**config.mk**
```make
export PLATFORM = sky130hd
export DESIGN_NAME = logic_op_unit
export DESIGN_NICKNAME = d
export VERILOG_FILES = /design/src/rtl/logic_op_pkg.sv /design/src/rtl/logic_op_skid.sv /design/src/rtl/logic_op_unit.sv
export SDC_FILE = /design/constraint.sdc
export NUM_CORES = 1
export LEC_CHECK = 0
export CAP_MARGIN = 20
export CORE_MARGIN = 8
export CORE_UTILIZATION = 55
export CTS_CLUSTER_DIAMETER = 50
export DETAILED_ROUTE_END_ITERATION = 10
export HOLD_SLACK_MARGIN = 0.12
export PLACE_DENSITY = 0.84
export SYNTH_ARGS = -nofsm -noshare
export SYNTH_HDL_FRONTEND = slang
export SYNTH_HIERARCHICAL = 1
export SYNTH_SLANG_ARGS = --single-unit
```
**constraint.sdc**
```tcl
create_clock -name clk -period 7.49 [get_ports clk]
set_clock_uncertainty 0.15 [all_clocks]
set_input_delay 0.749 -clock clk [delete_from_list [all_inputs] [get_ports clk]]
set_output_delay 0.749 -clock clk [all_outputs]
set_load 0.03 [all_outputs]
```
**src/rtl/logic_op_pkg.sv**
```systemverilog
// Opcode encoding and per-bit logic function for the logic op unit.
// Pure types/functions: no latency, no flow control.
// Shared by the unit and anything that needs the op_e encoding.
package logic_op_pkg;

    typedef enum logic [2:0] {
        OP_AND    = 3'b000,
        OP_OR     = 3'b001,
        OP_XOR    = 3'b010,
        OP_NOR    = 3'b011,
        OP_NAND   = 3'b100,
        OP_XNOR   = 3'b101,
        OP_NOT_A  = 3'b110,
        OP_PASS_A = 3'b111
    } op_e;

    // Single-bit form so callers of any width apply it bit by bit.
    function automatic logic logic_op_f(input op_e op, input logic a, input logic b);
        logic r;
        r = 1'b0;
        case (op)
            OP_AND:    r = a & b;
            OP_OR:     r = a | b;
            OP_XOR:    r = a ^ b;
            OP_NOR:    r = ~(a | b);
            OP_NAND:   r = ~(a & b);
            OP_XNOR:   r = ~(a ^ b);
            OP_NOT_A:  r = ~a;
            OP_PASS_A: r = a;
            default:   r = 1'b0;
        endcase
        return r;
    endfunction

endpackage

```
**src/rtl/logic_op_skid.sv**
```systemverilog
// Generic 2-entry valid/ready skid buffer: main output register plus one skid slot.
// Latency: 1 cycle when the main register is empty or draining.
// Backpressure: in_rdy = ~skid_vld (registered); sustains 1 beat/cycle, strict order.
module logic_op_skid #(
    parameter int W = 10
) (
    input  logic         clk,
    input  logic         rst_n,
    input  logic         in_vld,
    output logic         in_rdy,
    input  logic [W-1:0] in_dat,
    output logic         out_vld,
    input  logic         out_rdy,
    output logic [W-1:0] out_dat
);

    logic         main_vld;
    logic [W-1:0] main_dat;
    logic         skid_vld;
    logic [W-1:0] skid_dat;
    logic         accept;
    logic         drain;

    assign accept  = in_vld & in_rdy;
    assign drain   = main_vld & out_rdy;
    assign in_rdy  = ~skid_vld;
    assign out_vld = main_vld;
    assign out_dat = main_dat;

    always_ff @(posedge clk or negedge rst_n) begin
        if (!rst_n) begin
            main_vld <= 1'b0;
            main_dat <= '0;
            skid_vld <= 1'b0;
            skid_dat <= '0;
        end else if (drain) begin
            if (skid_vld) begin
                // Older skid entry moves up; a new beat may refill the slot.
                main_dat <= skid_dat;
                if (accept) begin
                    skid_dat <= in_dat;
                end else begin
                    skid_vld <= 1'b0;
                end
            end else if (accept) begin
                main_dat <= in_dat;
            end else begin
                main_vld <= 1'b0;
            end
        end else if (accept) begin
            if (!main_vld) begin
                main_vld <= 1'b1;
                main_dat <= in_dat;
            end else begin
                skid_vld <= 1'b1;
                skid_dat <= in_dat;
            end
        end
    end

endmodule

```
**src/rtl/logic_op_unit.sv**
```systemverilog
// Registered bitwise logic unit with optional accumulator chaining and zero/parity flags.
// Latency: 1 cycle from accept to out_* when the output stage is empty or draining.
// Backpressure: 2-entry skid output; in_ready drops only once the skid slot holds a beat.
module logic_op_unit
    import logic_op_pkg::*;
#(
    parameter int               WIDTH    = 8,
    parameter logic [WIDTH-1:0] ACC_INIT = '0
) (
    input  logic             clk,
    input  logic             rst_n,
    input  logic [WIDTH-1:0] a,
    input  logic [WIDTH-1:0] b,
    input  logic [2:0]       s,
    input  logic             acc_en,
    input  logic             acc_clr,
    input  logic             in_valid,
    output logic             in_ready,
    output logic [WIDTH-1:0] out_data,
    output logic             out_zero,
    output logic             out_par,
    output logic             out_valid,
    input  logic             out_ready
);

    op_e              op;
    logic [WIDTH-1:0] acc;
    logic [WIDTH-1:0] eff_a;
    logic [WIDTH-1:0] res;
    logic             res_zero;
    logic             res_par;
    logic             accept;

    assign op     = op_e'(s);
    assign accept = in_valid & in_ready;
    // acc_clr with acc_en operates on the init value in the same beat.
    assign eff_a  = acc_en ? (acc_clr ? ACC_INIT : acc) : a;

    for (genvar i = 0; i < WIDTH; i++) begin : g_bit
        assign res[i] = logic_op_f(op, eff_a[i], b[i]);
    end

    assign res_zero = ~|res;
    assign res_par  = ^res;

    // Updated at accept so chained ops stay correct regardless of output stalls.
    always_ff @(posedge clk or negedge rst_n) begin
        if (!rst_n) begin
            acc <= ACC_INIT;
        end else if (accept) begin
            acc <= res;
        end
    end

    logic_op_skid #(.W(WIDTH + 2)) u_skid (
        .clk     (clk),
        .rst_n   (rst_n),
        .in_vld  (in_valid),
        .in_rdy  (in_ready),
        .in_dat  ({res_par, res_zero, res}),
        .out_vld (out_valid),
        .out_rdy (out_ready),
        .out_dat ({out_par, out_zero, out_data})
    );

endmodule

```
# --- Word level (Yosys, flattened, before mapping) ---
# Index checks and enable logic that the tools add are counted.
classes:
  n_eq_ne: 12
  n_mux: 28
  bitwise_logic: 59
  n_reduce_logical: 11
ops:
  columns: ["op", "n"]
  rows:
  - ["$mux 10", 9]
  - ["$pmux 1 s8", 8]
  - ["$not 1->1", 33]
  - ["$mux 8", 2]
  - ["$eq 3x3->1 const B", 4]
  - ["$and 1x1->1", 10]
  - ["$mux 1", 9]
  - ["$ne 2x2->1 const B", 4]
  - ["$or 1x1->1", 8]
  - ["$reduce_or 8->1", 1]
  - ["$reduce_xor 8->1", 1]
  - ["$xor 1x1->1", 8]
  - ["$eq 3x2->1 const B", 2]
  - ["$reduce_and 3->1", 2]
  - ["$reduce_bool 2->1", 3]
  - ["$reduce_and 4->1", 1]
  - ["$eq 3x1->1 const B", 1]
  - ["$logic_not 3->1", 1]
  - ["$ne 2x1->1 const B", 1]
  - ["$reduce_and 2->1", 1]
  - ["$logic_not 1->1", 1]
totals:
  ff_bits: 30
  in_bits: 25
  output_inout_bits: 12
  wordCells: 115

# --- Logic depth before layout (Yosys ltp) ---
# Gate-level depths: netlist of run 1.
logic_depth:
  ltp_word: 10
  mapped_depth: 14
  mapped_depth_nobuf: 13

# --- Hierarchy ---
# The synthesis of run 1 kept the hierarchy.
by_module_without_submodules:
  columns: ["mod", "n_inst", "cells_each", "area_each_um2", "seq_area_each_um2"]
  rows:
  - ["logic_op_unit", 1, 230, 1689.1, 200.2]
  - ["logic_op_skid", 1, 100, 1161.1, 550.5]

# --- Worst setup path before layout of run 1 ---
# Ideal clock, no wire load.
synth_path:
  kind: "input port to flip-flop"
  from: "input port acc_en"
  to: "register u_skid.main_dat[9], in the netlist u_skid/out_dat[9]"
  setup_time_ns: 0.087
  arrival_time_ns: 3.291
  required_ns: 7.253
  slack_ns: 3.962
  stages: 13
  n_path_buf: 1
  cell_sequence: "buf_2 and2b_1 a21oi_1 ha_1 or2b_1 a21o_1 a311oi_1 or2_1 ha_1 xor2_1 xnor2_1 o21ai_0 a211oi_2"
synth_via:
  elab_chain_len: 8
  word_cells_on_any_way: 71
  classes_between: "mux (14); bitwise (56); reduce/logical (1)"
synth_rtl:
  columns: ["item", "line_no", "rtl"]
  rows:
  - ["from (decl)", "logic_op_unit.sv:15", "input logic acc_en,"]
  - ["$mux 8 (*)", "logic_op_unit.sv:37", "assign eff_a = acc_en ? (acc_clr ? ACC_INIT : acc) : a;"]
  - ["$xor 1x1->1, or another cell as far along", "logic_op_pkg.sv:24, logic_op_pkg.sv:27", null]
  - ["$not 1->1, on equally long branches", "logic_op_pkg.sv:27, logic_op_pkg.sv:25, logic_op_pkg.sv:26", null]
  - ["$pmux 1 s8", "logic_op_pkg.sv:21", "case (op)"]
  - ["$reduce_xor 8->1 (*)", "logic_op_unit.sv:44", "assign res_par = ^res;"]
  - ["named net res_par", "logic_op_unit.sv:31", "logic res_par;"]
  - ["$mux 10, on equally long branches", "logic_op_skid.sv:51, logic_op_skid.sv:45", null]
  - ["$mux 10, on equally long branches", "logic_op_skid.sv:50, logic_op_skid.sv:37", null]
  - ["$mux 10 (*)", "logic_op_skid.sv:36", "end else if (drain) begin"]
  - ["to (signal assigned)", "logic_op_skid.sv:39", "main_dat <= skid_dat;"]
  - ["to (signal assigned)", "logic_op_skid.sv:46", "main_dat <= in_dat;"]
  - ["to (signal assigned)", "logic_op_skid.sv:53", "main_dat <= in_dat;"]
  - ["to (decl)", "logic_op_skid.sv:18", "logic [W-1:0] main_dat;"]
# Mark *: on every way through the listed nets, which the timed path passes. The rest lies on a longest branch. The select of a mux whose other input is x is not followed.
# A chain may end at the register's enable or synchronous reset.

# --- Worst setup path after layout of run 1 ---
# Ends and elaborated chain as after synthesis.

==> results summary, run 1 <==
The data required time of the worst path came out at 7.54 ns. The post-synthesis cell area is 0.00285 mm^2. Dividing total power by cell area gives a power density of 297 mW/mm^2. The worst-margin pin slew came out at 1.07 ns. The final hold violation count came to 0. The flow ran to the end, and the final reports show no timing, DRC or antenna violations. Of the available clock period, the critical path in the final layout requires 0.600. The worst hold margin came out at 0.364 ns. The total track usage is 0.174.

The initial antenna violation count is 0. The wire length reported by the detailed router is 6490 um. The number of different library cells used by synthesis comes to 46.

The data arrival time of the critical path came out at 4.55 ns. The area fraction of the dominant cell type after synthesis is 0.263. The peak supply drop came out at 0.160 mV. The detailed router finished its first iteration with between 50 and 60 violations. The number of setup buffers added after CTS is 0. The total iterations of the first detailed-routing run came out at 4.

The area enclosed by the die boundary is 0.00774 mm^2. Yosys attributes the largest share of cell area to sky130_fd_sc_hd__dfrtp_1 26%, sky130_fd_sc_hd__ha_1 8.3%, sky130_fd_sc_hd__mux2_4 5.3%. The sort of element at the end of the critical path is a register.

The standby leakage power came out at 0.00136 uW. TritonCTS built the clock tree. The number of buffers created by CTS came out at 5. The first global-routing pass estimated 11,000 um of wire.

The weighted congestion at the end of routability-driven global placement came out at 0.780. The horizontal die dimension is ~88 um. The tool flagged a number of max-cap violations equal to 0. The count of cells resized by post-cts repair came out at 0.

The final layout contains around 400 nets. The die boundary height came out at 88.0 um. From synthesis to final layout, the design area changed by 16.2%. The number of port buffers is 36.

The number of instances in the synthesized netlist came out at 330. The largest stage delay on the critical path came out at 0.79 ns. Summed over all instances, the cell type with the most area after synthesis is sky130_fd_sc_hd__dfrtp_1. Setup repair after global routing left no endpoint under its margin. The starting utilization of the core area is 0.565.

The detail route stage leaves a number of antenna-violating nets equal to 0. The final critical path time including I/O delays and setup is between 4 and 5 ns. The number of max-slew violations in the final report was 0.

The clock passes through at most 2 buffers. The sink count of the clock tree came out at 30. After detailed routing, the number of vias per cell comes to 5.89.

The later-pin clock latency in the skew report is 0.29 ns. The number of global-route vias before repair came out at between 2,000 and 2,500. The ratio of cells with drive above 1 in the final layout came out at 0.103. Based on the critical path, the design can be clocked at up to 222 MHz. The number of ports placed on the die boundary came out at 37. In the synthesized netlist the dominant register cell turns out to be sky130_fd_sc_hd__dfrtp_1.

The worst slew margin relative to its limit came out at 0.281. The sequential element share of the synthesized area is 0.263. The detailed placer's ending HPWL came out at 4860 um.

The largest individual stage delay along the critical path comes from the cell sky130_fd_sc_hd__clkdlybuf4s50_1. The clock-pin slew on the worst setup and hold paths is 0.06 ns. The flip-flop and latch count after synthesis is 30. The floorplan has 26 rows. The detail-routed net length per standard cell is around 15 um.

In this design, the critical path's most frequently occurring cell is sky130_fd_sc_hd__ha_1. The worst setup path is launched from an input port. The share of flip-flops with an asynchronous set or reset after synthesis is 1.00. The final setup violation count came out at 0. The number of nets in the synthesized netlist is 374. The tightest min-delay check is of the reg -> reg type. The tree is rooted in a sky130_fd_sc_hd__clkbuf_8. The number of enable flip-flop cells after synthesis is 0. The final antenna diode count came out at 0. The area of the core came out at 0.00504 mm^2. The worst setup path is of the in -> reg kind.

The residual overflow from global routing came out at 0. The detailed router placed 2,522 vias in this run. The hold buffer count at CTS came out at 0. The total number of H-tree levels came out at 2.

The critical path goes through clkdlybuf4s50_1 > and2b_1 > a21oi_1 > ha_1 > or2b_1 > a21o_1 > a311oi_1 > or2_1 > ha_1 > xor2_1 > xnor2_1 > o21ai_0 > a211oi_2. The highest fanout seen on the critical path came out at 24. Adding up every negative setup slack in the final design gives 0 ns. The average footprint of a synthesized cell is 8.64 um^2. The yosys synthesis warning count is 6. The DRC violation count after routing is 0. The pin count of the biggest net entering global routing is 44.
-- where the power goes --
part / switching (uW) / internal, uW / leakage, uW
registers: 71.8 / 240 / 0.000352
clock network: 60.9 / 92.7 / 0.0000575
logic: 284 / 236 / 0.000952
-- registers in the layout, summed over array words and instances, names as in the netlist --
signal / flops
u_skid/out_vld: 1
acc: 8
u_skid/skid_dat: 10
u_skid/skid_vld: 1
u_skid/out_dat: 10
-- per-layer routing --
| metal | vias up | wire length [um] | global-route usage |
|---|---|---|---|
| li1 | 1254 | - | - |
| met1 | 1208 | 3080 | 0.214 |
| met2 | 50 | 3040 | 0.301 |
| met3 | 10 | 280 | 0.0263 |
| met4 | 0 | 91 | 0.0578 |
| met5 | - | 0 | 0 |
-- cell families after synthesis --
group	synth area share
flops	0.263
compound gates	0.253
fa+ha+maj	0.0834
mux	0.0527
xor+xnor	0.0123
buf+inv	0.0645
simple gates	0.271
-- synth_stat cells, types with 8 or more instances --
| cell type | count |
|---|---|
| sky130_fd_sc_hd__nand3b_1 | 8 |
| sky130_fd_sc_hd__inv_1 | 17 |
| sky130_fd_sc_hd__nor3_1 | 11 |
| sky130_fd_sc_hd__nand2_1 | 20 |
| sky130_fd_sc_hd__a31oi_1 | 8 |
| sky130_fd_sc_hd__o21ai_0 | 21 |
| sky130_fd_sc_hd__nand2b_1 | 10 |
| sky130_fd_sc_hd__a21oi_1 | 28 |
| sky130_fd_sc_hd__mux2_4 | 10 |
| sky130_fd_sc_hd__dfrtp_1 | 30 |
| sky130_fd_sc_hd__buf_2 | 9 |
| sky130_fd_sc_hd__ha_1 | 19 |
| sky130_fd_sc_hd__nor2_1 | 9 |
| sky130_fd_sc_hd__o22ai_1 | 10 |
| sky130_fd_sc_hd__nor2b_1 | 15 |
| sky130_fd_sc_hd__a211oi_2 | 9 |
| sky130_fd_sc_hd__nor3b_1 | 14 |
-- layout by cell type, fill, tap and decap left out, types with 3 or more instances in the layout --
cell type,instances
sky130_fd_sc_hd__nor3b_1,14
sky130_fd_sc_hd__o21ai_1,4
sky130_fd_sc_hd__buf_4,3
sky130_fd_sc_hd__o21ai_0,21
sky130_fd_sc_hd__dfrtp_1,30
sky130_fd_sc_hd__nand2b_1,10
sky130_fd_sc_hd__a31oi_1,8
sky130_fd_sc_hd__nor3_1,11
sky130_fd_sc_hd__or2b_1,6
sky130_fd_sc_hd__nor2_1,9
sky130_fd_sc_hd__a21oi_1,28
sky130_fd_sc_hd__mux2_4,10
sky130_fd_sc_hd__o22ai_1,10
sky130_fd_sc_hd__inv_1,17
sky130_fd_sc_hd__a211oi_2,9
sky130_fd_sc_hd__nand2_1,20
sky130_fd_sc_hd__o31ai_1,7
sky130_fd_sc_hd__ha_1,19
sky130_fd_sc_hd__a311oi_1,7
sky130_fd_sc_hd__or3_1,7
sky130_fd_sc_hd__or2_1,7
sky130_fd_sc_hd__clkdlybuf4s50_1,36
sky130_fd_sc_hd__and2_1,6
sky130_fd_sc_hd__nor2b_1,15
sky130_fd_sc_hd__nand3b_1,8
sky130_fd_sc_hd__clkbuf_8,8
sky130_fd_sc_hd__a21o_1,7
-- worst paths after layout --
kind,startpoint,slack [ns],depth (start not counted),to
worst min-delay path,u_skid/skid_dat[1],0.36,1,u_skid/skid_dat[1]
max in group asynchronous,rst_n,6.21,2,acc[0]
worst max-delay path,acc_en,2.99,13,u_skid/out_dat[9]
worst min register to register,u_skid/skid_dat[1],0.36,1,u_skid/skid_dat[1]
min in group asynchronous,rst_n,0.71,2,u_skid/skid_dat[4]
worst max register to register,acc[4],4.35,11,u_skid/out_dat[9]
-- stage by stage --
stage / instance area, um^2 / setup slack, ns / instances / utilization / power, uW
after global routing: 3310 / 2.71 / 428 / 0.657 / 1050
after global placement: 3200 / 2.85 / 420 / 0.635 / 810
after CTS: 3310 / 3.02 / 428 / 0.657 / 987
final: 3310 / 2.99 / 428 / 0.657 / 985
after floorplan: 2850 / 3.96 / 330 / - / 684
after detailed placement: 3200 / 2.73 / 420 / 0.635 / 833
-- layout make-up --
class | instances | area, um^2
Multi-Input combinational cell | 264 | 1920
Fill cell | 424 | 1730
Clock buffer | 8 | 110
Inverter | 17 | 63.8
Sequential cell | 30 | 751
Tap cell | 70 | 87.6
Timing Repair Buffer | 39 | 383
-- critical path: cells and delay by family --
kind | cells | cell delay, ns
XOR/XNOR | 2 | 0.42
buffers and inverters | 1 | 0.79
AND/OR/NAND/NOR | 3 | 0.84
adder cells (fa/ha/maj) | 2 | 0.51
AO/OA/AOI/OAI | 5 | 1.23
Note: power is estimated with default switching activity, not from simulation.
==> run 2, diff against run 1 <==
--- a/config.mk
+++ b/config.mk
@@ -7,11 +7,11 @@
 export LEC_CHECK = 0
 export CAP_MARGIN = 20
 export CORE_MARGIN = 8
-export CORE_UTILIZATION = 55
+export CORE_UTILIZATION = 51
 export CTS_CLUSTER_DIAMETER = 50
 export DETAILED_ROUTE_END_ITERATION = 10
 export HOLD_SLACK_MARGIN = 0.12
-export PLACE_DENSITY = 0.84
+export PLACE_DENSITY = 0.82
 export SYNTH_ARGS = -nofsm -noshare
 export SYNTH_HDL_FRONTEND = slang
 export SYNTH_HIERARCHICAL = 1
==> constraint.sdc (replaced) <==
create_clock -name clk -period 3.95 [get_ports clk]
set_clock_uncertainty 0.15 [all_clocks]
set_input_delay 0.395 -clock clk [delete_from_list [all_inputs] [get_ports clk]]
set_output_delay 0.395 -clock clk [all_outputs]
set_load 0.03 [all_outputs]
==> run 2 against run 1 <==
Largest cell class unchanged; wire length increased by 4.7%; cell area rose by 2.4%; register-to-register slack worse by 3.5 ns.
==> results summary, run 2 (same netlist as run 1, synthesis figures left out) <==
The total number of vias is around 2,600. The total number of H-tree levels is 2. The detailed-route vias per instance is 5.91.

The type of the setup path with the least slack is in -> reg. The sort of element at the end of the critical path is a register. The sink count of the clock tree came out at 30. The initial antenna violation count is 0.

The detailed placer's ending HPWL came out at 5080 um. Once detail routing completed, the nets flagged for antenna violations numbered 0. Of the available clock period, the critical path in the final layout requires 0.913. The final setup violation count is 0. The highest fanout seen on the critical path is 7. The area enclosed by the die boundary came out at 0.00824 mm^2. The first global-routing pass estimated 11,500 um of wire.

The starting utilization of the core area came out at 0.524. For the pin with the worst max-slew slack, the measured transition is 0.824 ns. The count of routing violations after the opening detailed-route iteration came out at 101. Setup repair after global routing left no endpoint under its margin. The later-pin clock latency in the skew report came out at roughly 0.28 ns. The horizontal die dimension is 90.8 um. The final critical path time including I/O delays and setup came out at about 3.6 ns. The final hold violation count came out at 0. Global routing finished with a remaining overflow of 0. The library cell used most frequently in the layout, excluding fill and tap cells, is sky130_fd_sc_hd__clkdlybuf4s50_1. The power density normalized to cell area came out at 550 mW/mm^2. The path category of the worst min-delay check is in -> async. In this run, post-CTS repair resized a total of 0 instances. The clock tree from TritonCTS is built.

The final sum of negative setup slack is 0 ns. The weighted congestion at the end of routability-driven global placement is 0.818. The number of global-route vias before repair came to 2,526. For the worst setup path, the data required time is 4.00 ns.

The number of max-slew violations in the final report was 0. The worst setup path is launched from an input port. The peak supply drop came out at 0.382 mV. Of the cells placed in the final design, the portion with a size suffix greater than 1 is 0.127. Dividing the detail-routed wire length by the instance count gives 15.4 um.

The post-layout net count came out at 412. The hold buffer count at CTS is 0. The number of core rows is 27. The region available for standard cell placement spans 0.00544 mm^2. Headroom to the max-slew limit came out at 0.443. The achievable frequency is 277 MHz. The total iterations of the first detailed-routing run came out at 4. The worst hold margin came out at 0.344 ns. The pin count of the biggest net entering global routing came out at 37. The flow ran to the end, and the final reports show no timing, DRC or antenna violations. The count of maximum capacitance violations is 0. The total track usage came out at 0.163. The final antenna diode count is 0.

For the worst setup path, the data arrival time is 3.66 ns. The post-layout utilization of the core is 0.623. The library cells used most frequently in the layout, excluding fill and tap cells, are 36 x sky130_fd_sc_hd__clkdlybuf4s50_1, 30 x sky130_fd_sc_hd__dfrtp_1, 28 x sky130_fd_sc_hd__a21oi_1, 21 x sky130_fd_sc_hd__o21ai_0, 20 x sky130_fd_sc_hd__nand2_1. Relative to the synthesized area, the layout overhead comes to 18.9%. The number of buffers created by CTS came out at 5.

Overall power consumption after layout is estimated at 1860 uW. The buffers inserted during post-CTS setup optimization is 0. The number of port buffers is 36. The multi-input combinational cell area came out at roughly 0.0019 mm^2. The die is 90.8 um tall. The filler cell count in the final layout came out at 471.

The number of ports placed on the die boundary came out at 37. The sequential cell area is 751 um^2. In this run the deepest clock path goes through 2 buffers. The wire length reported by the detailed router is 6790 um. The DRC violation count after routing came out at 0. The clock tree root driver cell is sky130_fd_sc_hd__clkbuf_8. After clock tree synthesis, the clock-pin slew on the worst setup and hold paths is roughly 0.060 ns. The standby leakage power came out at 0.00141 uW.
## run 2: changes by cell type in the layout (fill, tap and decap cells not counted)
cell,previous run,this run
sky130_fd_sc_hd__clkinv_2,0,1
sky130_fd_sc_hd__buf_12,0,1
sky130_fd_sc_hd__clkbuf_1,0,1
sky130_fd_sc_hd__buf_4,3,13
sky130_fd_sc_hd__clkbuf_8,8,6
## run 2: cell type report
cell class                 instances  share of cell area
tap                               72              0.0266
timing repair buffer              50               0.141
clock buffer                       7              0.0255
sequential                        30               0.221
multi-input combinational        264               0.565
clock inverter                     1             0.00148
inverter                          17              0.0188
## run 2: power by group
group | internal [uW] | total (uW) | leakage (uW) | switching [uW]
Combinational | 470 | 1010 | 0.00101 | 543
Clock | 140 | 254 | 0.0000482 | 114
Sequential | 455 | 596 | 0.000352 | 141
## run 2: worst paths after layout
check                                      to               start  slack (ns)  cells after the start
max                         u_skid/out_dat[9]              acc_en        0.34                     13
min                         u_skid/out_dat[1]               rst_n        0.34                      2
max reg2reg                 u_skid/out_dat[9]              acc[4]        0.86                     11
min reg2reg                u_skid/skid_dat[5]  u_skid/skid_dat[5]        0.36                      1
max in group asynchronous   u_skid/out_dat[0]               rst_n        3.02                      2
min in group clk           u_skid/skid_dat[5]  u_skid/skid_dat[5]        0.36                      1
## run 2: critical path: stages
cell and delay (ns):
sky130_fd_sc_hd__clkdlybuf4s50_1 0.53, sky130_fd_sc_hd__and2b_1 0.31, sky130_fd_sc_hd__a21oi_1 0.15, sky130_fd_sc_hd__ha_1 0.30
sky130_fd_sc_hd__or2b_1 0.22, sky130_fd_sc_hd__a21o_1 0.19, sky130_fd_sc_hd__a311oi_1 0.30, sky130_fd_sc_hd__or2_1 0.16
sky130_fd_sc_hd__ha_1 0.24, sky130_fd_sc_hd__xor2_1 0.16, sky130_fd_sc_hd__xnor2_1 0.28, sky130_fd_sc_hd__o21ai_0 0.18
sky130_fd_sc_hd__a211oi_2 0.25
## run 2: metrics by stage
step                instances  worst slack, ns  instance area, um^2
floorplan                 330            0.776                 2850
global placement          433            0.188                 3300
detailed placement        433           0.0805                 3300
CTS                       441            0.372                 3390
global route              441            0.158                 3390
finish                    441            0.344                 3390
## run 2: layer usage
metal / up-vias / GRT usage / wire, um
li1: 1281 / - / -
met4: 0 / 0.0485 / 66
met5: - / 0 / 0
met3: 7 / 0.0357 / 303
met1: 1253 / 0.196 / 3140
met2: 65 / 0.282 / 3280
==> run 3, diff against run 2 <==
--- a/config.mk
+++ b/config.mk
@@ -6,12 +6,14 @@
 export NUM_CORES = 1
 export LEC_CHECK = 0
 export CAP_MARGIN = 20
-export CORE_MARGIN = 8
-export CORE_UTILIZATION = 51
+export CORE_ASPECT_RATIO = 0.7
+export CORE_MARGIN = 3
+export CORE_UTILIZATION = 55
 export CTS_CLUSTER_DIAMETER = 50
 export DETAILED_ROUTE_END_ITERATION = 10
+export DONT_BUFFER_PORTS = 1
 export HOLD_SLACK_MARGIN = 0.12
-export PLACE_DENSITY = 0.82
+export PLACE_DENSITY = 0.77
 export SYNTH_ARGS = -nofsm -noshare
 export SYNTH_HDL_FRONTEND = slang
 export SYNTH_HIERARCHICAL = 1
==> run 3 against run 2 <==
Fmax grew 14%; register-to-register slack lost 0.06 ns; combinational power shrank 28%; worst setup slack gained 0.43 ns; flip-flop and latch count is the same; sequential share of layout area grew 3.3 points; critical path type unchanged; cell count shrank 11%; wire length shrank 7.7%; via count shrank 8.3%; clock power shrank 2%; die area shrank 26%.
==> results summary, run 3 (same netlist as run 1, synthesis figures left out) <==
Max-cap violations in this run came to 0. From synthesis to final layout, the design area changed by 3.69%. The library cell used most frequently in the layout, excluding fill and tap cells, is sky130_fd_sc_hd__dfrtp_1. The path category of the worst min-delay check is in -> reg. The pin count of the biggest net entering global routing is 44. Routability-driven placement finished with a final weighted congestion of 0.843.

Of all nets on the critical path, the largest fanout is 9. The final period utilization is 0.803. The standard cell with the maximum stage delay on the critical path is sky130_fd_sc_hd__a311oi_1. The detailed placer's ending HPWL is 4500 um.

The number of instances in the placed design came out at 381. The kind of cell with the highest combined delay along the critical path is compound AO/OA/AOI/OAI gates. The number of max-slew violations in the final report is 0. The H-tree was split into 2 levels.

The standby leakage power came out at 0.00122 uW. The clock tree root driver cell is sky130_fd_sc_hd__clkbuf_8. The achievable frequency is 315 MHz.

The path length in cells of the critical path is 12. The die boundary height came out at 66.2 um. The count of routing violations after the opening detailed-route iteration came out at 180. The initial antenna violation count is 0. The residual overflow from global routing is 0. The wire length reported by the detailed router came out at approximately 6300 um. For the worst flop-to-flop path, the logic depth is 11. The critical path goes through and2b_1 > a21oi_1 > ha_1 > or2b_1 > a21o_1 > a311oi_1 > or2_1 > ha_1 > xnor2_1 > xnor2_1 > o21ai_0 > a211oi_2. The final sum of negative setup slack came out at 0 ns. Pin placement for this block handled 37 I/O pins. The library cells used most frequently in the layout, excluding fill and tap cells, are 30 x sky130_fd_sc_hd__dfrtp_1, 28 x sky130_fd_sc_hd__a21oi_1, 21 x sky130_fd_sc_hd__o21ai_0, 20 x sky130_fd_sc_hd__nand2_1, 19 x sky130_fd_sc_hd__ha_1. In the final layout, the share of cells above drive strength 1 is 0.108. The horizontal die dimension came out at between 90 and 100 um. The setup slack of the most critical reg-to-reg path came out at 0.80 ns. The launching element of the worst setup path is acc_clr.

The number of global-route vias before repair is 2,311. After filler insertion, the fill cell instance count of the layout stands at 436. The worst-margin pin slew came out at 0.755 ns.

The clock tree from TritonCTS is built. The critical path is of the in -> reg type. In the final design database the tool counted 366 nets. In the routed layout, each cell is associated on average with a via count of 6.09. The worst slew margin relative to its limit came out at 0.490. STA classifies the critical path startpoint as an input port. The maximum buffer depth of the clock tree came out at 2. The global-route wire length before repair is roughly 11,000 um. STA classifies the critical path endpoint as a register. The final antenna diode count is 0. The final hold violation count came out at 0. The total number of vias is 2,389. After the flow finishes, the layout carries non-filler instances totaling 392. The area of the core came out at 0.00489 mm^2. The data arrival time of the critical path came out at 3.22 ns. The clock-pin slew on the worst setup and hold paths came out at 0.06 ns. The peak supply drop is around 0.25 mV. Counting instances, the worst hold path has a depth of 2.

The antenna violation net count after detailed routing is 0. The data required time of the worst path is 3.99 ns. The most critical setup path has its endpoint at u_skid/out_dat[9]. The final worst-path setup slack is 0.778 ns.

The number of buffers and inverters on the critical path came out at 0. The run finished with clean final reports. The worst hold margin is 0.159 ns.

Before antenna repair, the detailed router went through 4 iterations. Setup repair after global routing left no endpoint under its margin. Dividing total power by cell area gives a power density of 567 mW/mm^2.

The detail-routed net length per standard cell is 16.0 um. The later-pin clock latency in the skew report is 0.27 ns. In the routed design, unresolved DRC markers number 0.

The worst register-to-register path ends at u_skid/out_dat[9]. The sink count of the clock tree came out at 30. The number of buffers created by CTS came out at 5. Setup violations remaining at the end of the flow were counted as 0.

For this configuration, the core starts out at a cell density of 0.583. During placement, the flow inserted port buffers numbering 0. For this run, the total global-route usage over all layers was measured as 0.216. The start of the worst register-to-register path is acc[6].

The floorplan step defined a die boundary enclosing 0.00610 mm^2. The largest stage delay on the critical path came out at 0.39 ns. The number of core rows is 21. The final critical path time including I/O delays and setup is 3.17 ns. The post-place setup slack is between 0.5 and 0.6 ns.
run 3: changes by cell type in the layout (fill, tap and decap cells not counted), sizes merged:
| cell | change |
|---|---|
| clkdlybuf4s50 | -36 |
| buf | -12 |
| dlygate4sd3 | +2 |
run 3: worst min path at each step:
| stage | startpoint | endpoint | slack (ns) |
|---|---|---|---|
| 2_1_floorplan | rst_n | acc[0] | -0.05 |
| 3_3_place_gp | rst_n | u_skid/skid_dat[7] | -0.05 |
| 3_5_place_dp | rst_n | u_skid/skid_dat[7] | -0.05 |
| 4_1_cts | out_ready | u_skid/out_vld | 0.15 |
| 5_1_grt | in_valid | u_skid/skid_vld | 0.14 |
| 6_report | in_valid | u_skid/skid_vld | 0.16 |
run 3: timing repair:
| item | CTS | global route |
|---|---|---|
| hold endpoints to repair | 31 | 0 |
| hold buffers | 3 | 0 |
| gates resized for setup | 0 | 0 |
| buffers inserted | 0 | 0 |
run 3: routing by layer:
layer / vias to the layer above / GRT usage / share of wire
met2: 62 / 0.342 / 0.45
met5: - / 0 / 0
met3: 4 / 0.0569 / 0.056
met1: 1137 / 0.298 / 0.49
met4: 0 / 0.0481 / 0.0045
li1: 1186 / - / -
run 3: power by group:
group | leakage [uW] | switching (uW) | internal, uW
clock network | 0.0000482 | 109 | 140
logic | 0.000818 | 386 | 342
registers | 0.000352 | 247 | 453
run 3: worst register-to-register path: stages (launching register included):
cell and delay (ns):
sky130_fd_sc_hd__dfrtp_1 0.41, sky130_fd_sc_hd__a21oi_1 0.19, sky130_fd_sc_hd__ha_1 0.27, sky130_fd_sc_hd__or2b_1 0.22
sky130_fd_sc_hd__a21o_1 0.17, sky130_fd_sc_hd__a311oi_1 0.39, sky130_fd_sc_hd__or2_1 0.19, sky130_fd_sc_hd__ha_1 0.25
sky130_fd_sc_hd__xnor2_1 0.20, sky130_fd_sc_hd__xnor2_1 0.18, sky130_fd_sc_hd__o21ai_0 0.18, sky130_fd_sc_hd__a211oi_2 0.27
run 3: final cells by class:
cell class              count  area, um^2  share of cell area
multi-input cells         264        1920               0.648
flip-flops and latches     30         751               0.254
clock buffers               7        86.3              0.0292
well taps                  69        86.3              0.0292
inverters                  17        63.8              0.0216
repair buffers              4        47.5              0.0161
clock inverters             1        5.00             0.00169
run 3: through the flow:
step	cell area (um^2)	utilization	total power [uW]
finish	2960	0.605	1680
global route	2960	0.605	1800
CTS	2960	0.605	1670
detailed placement	2820	0.578	1410
global placement	2820	0.578	1390
floorplan	2850	-	1300
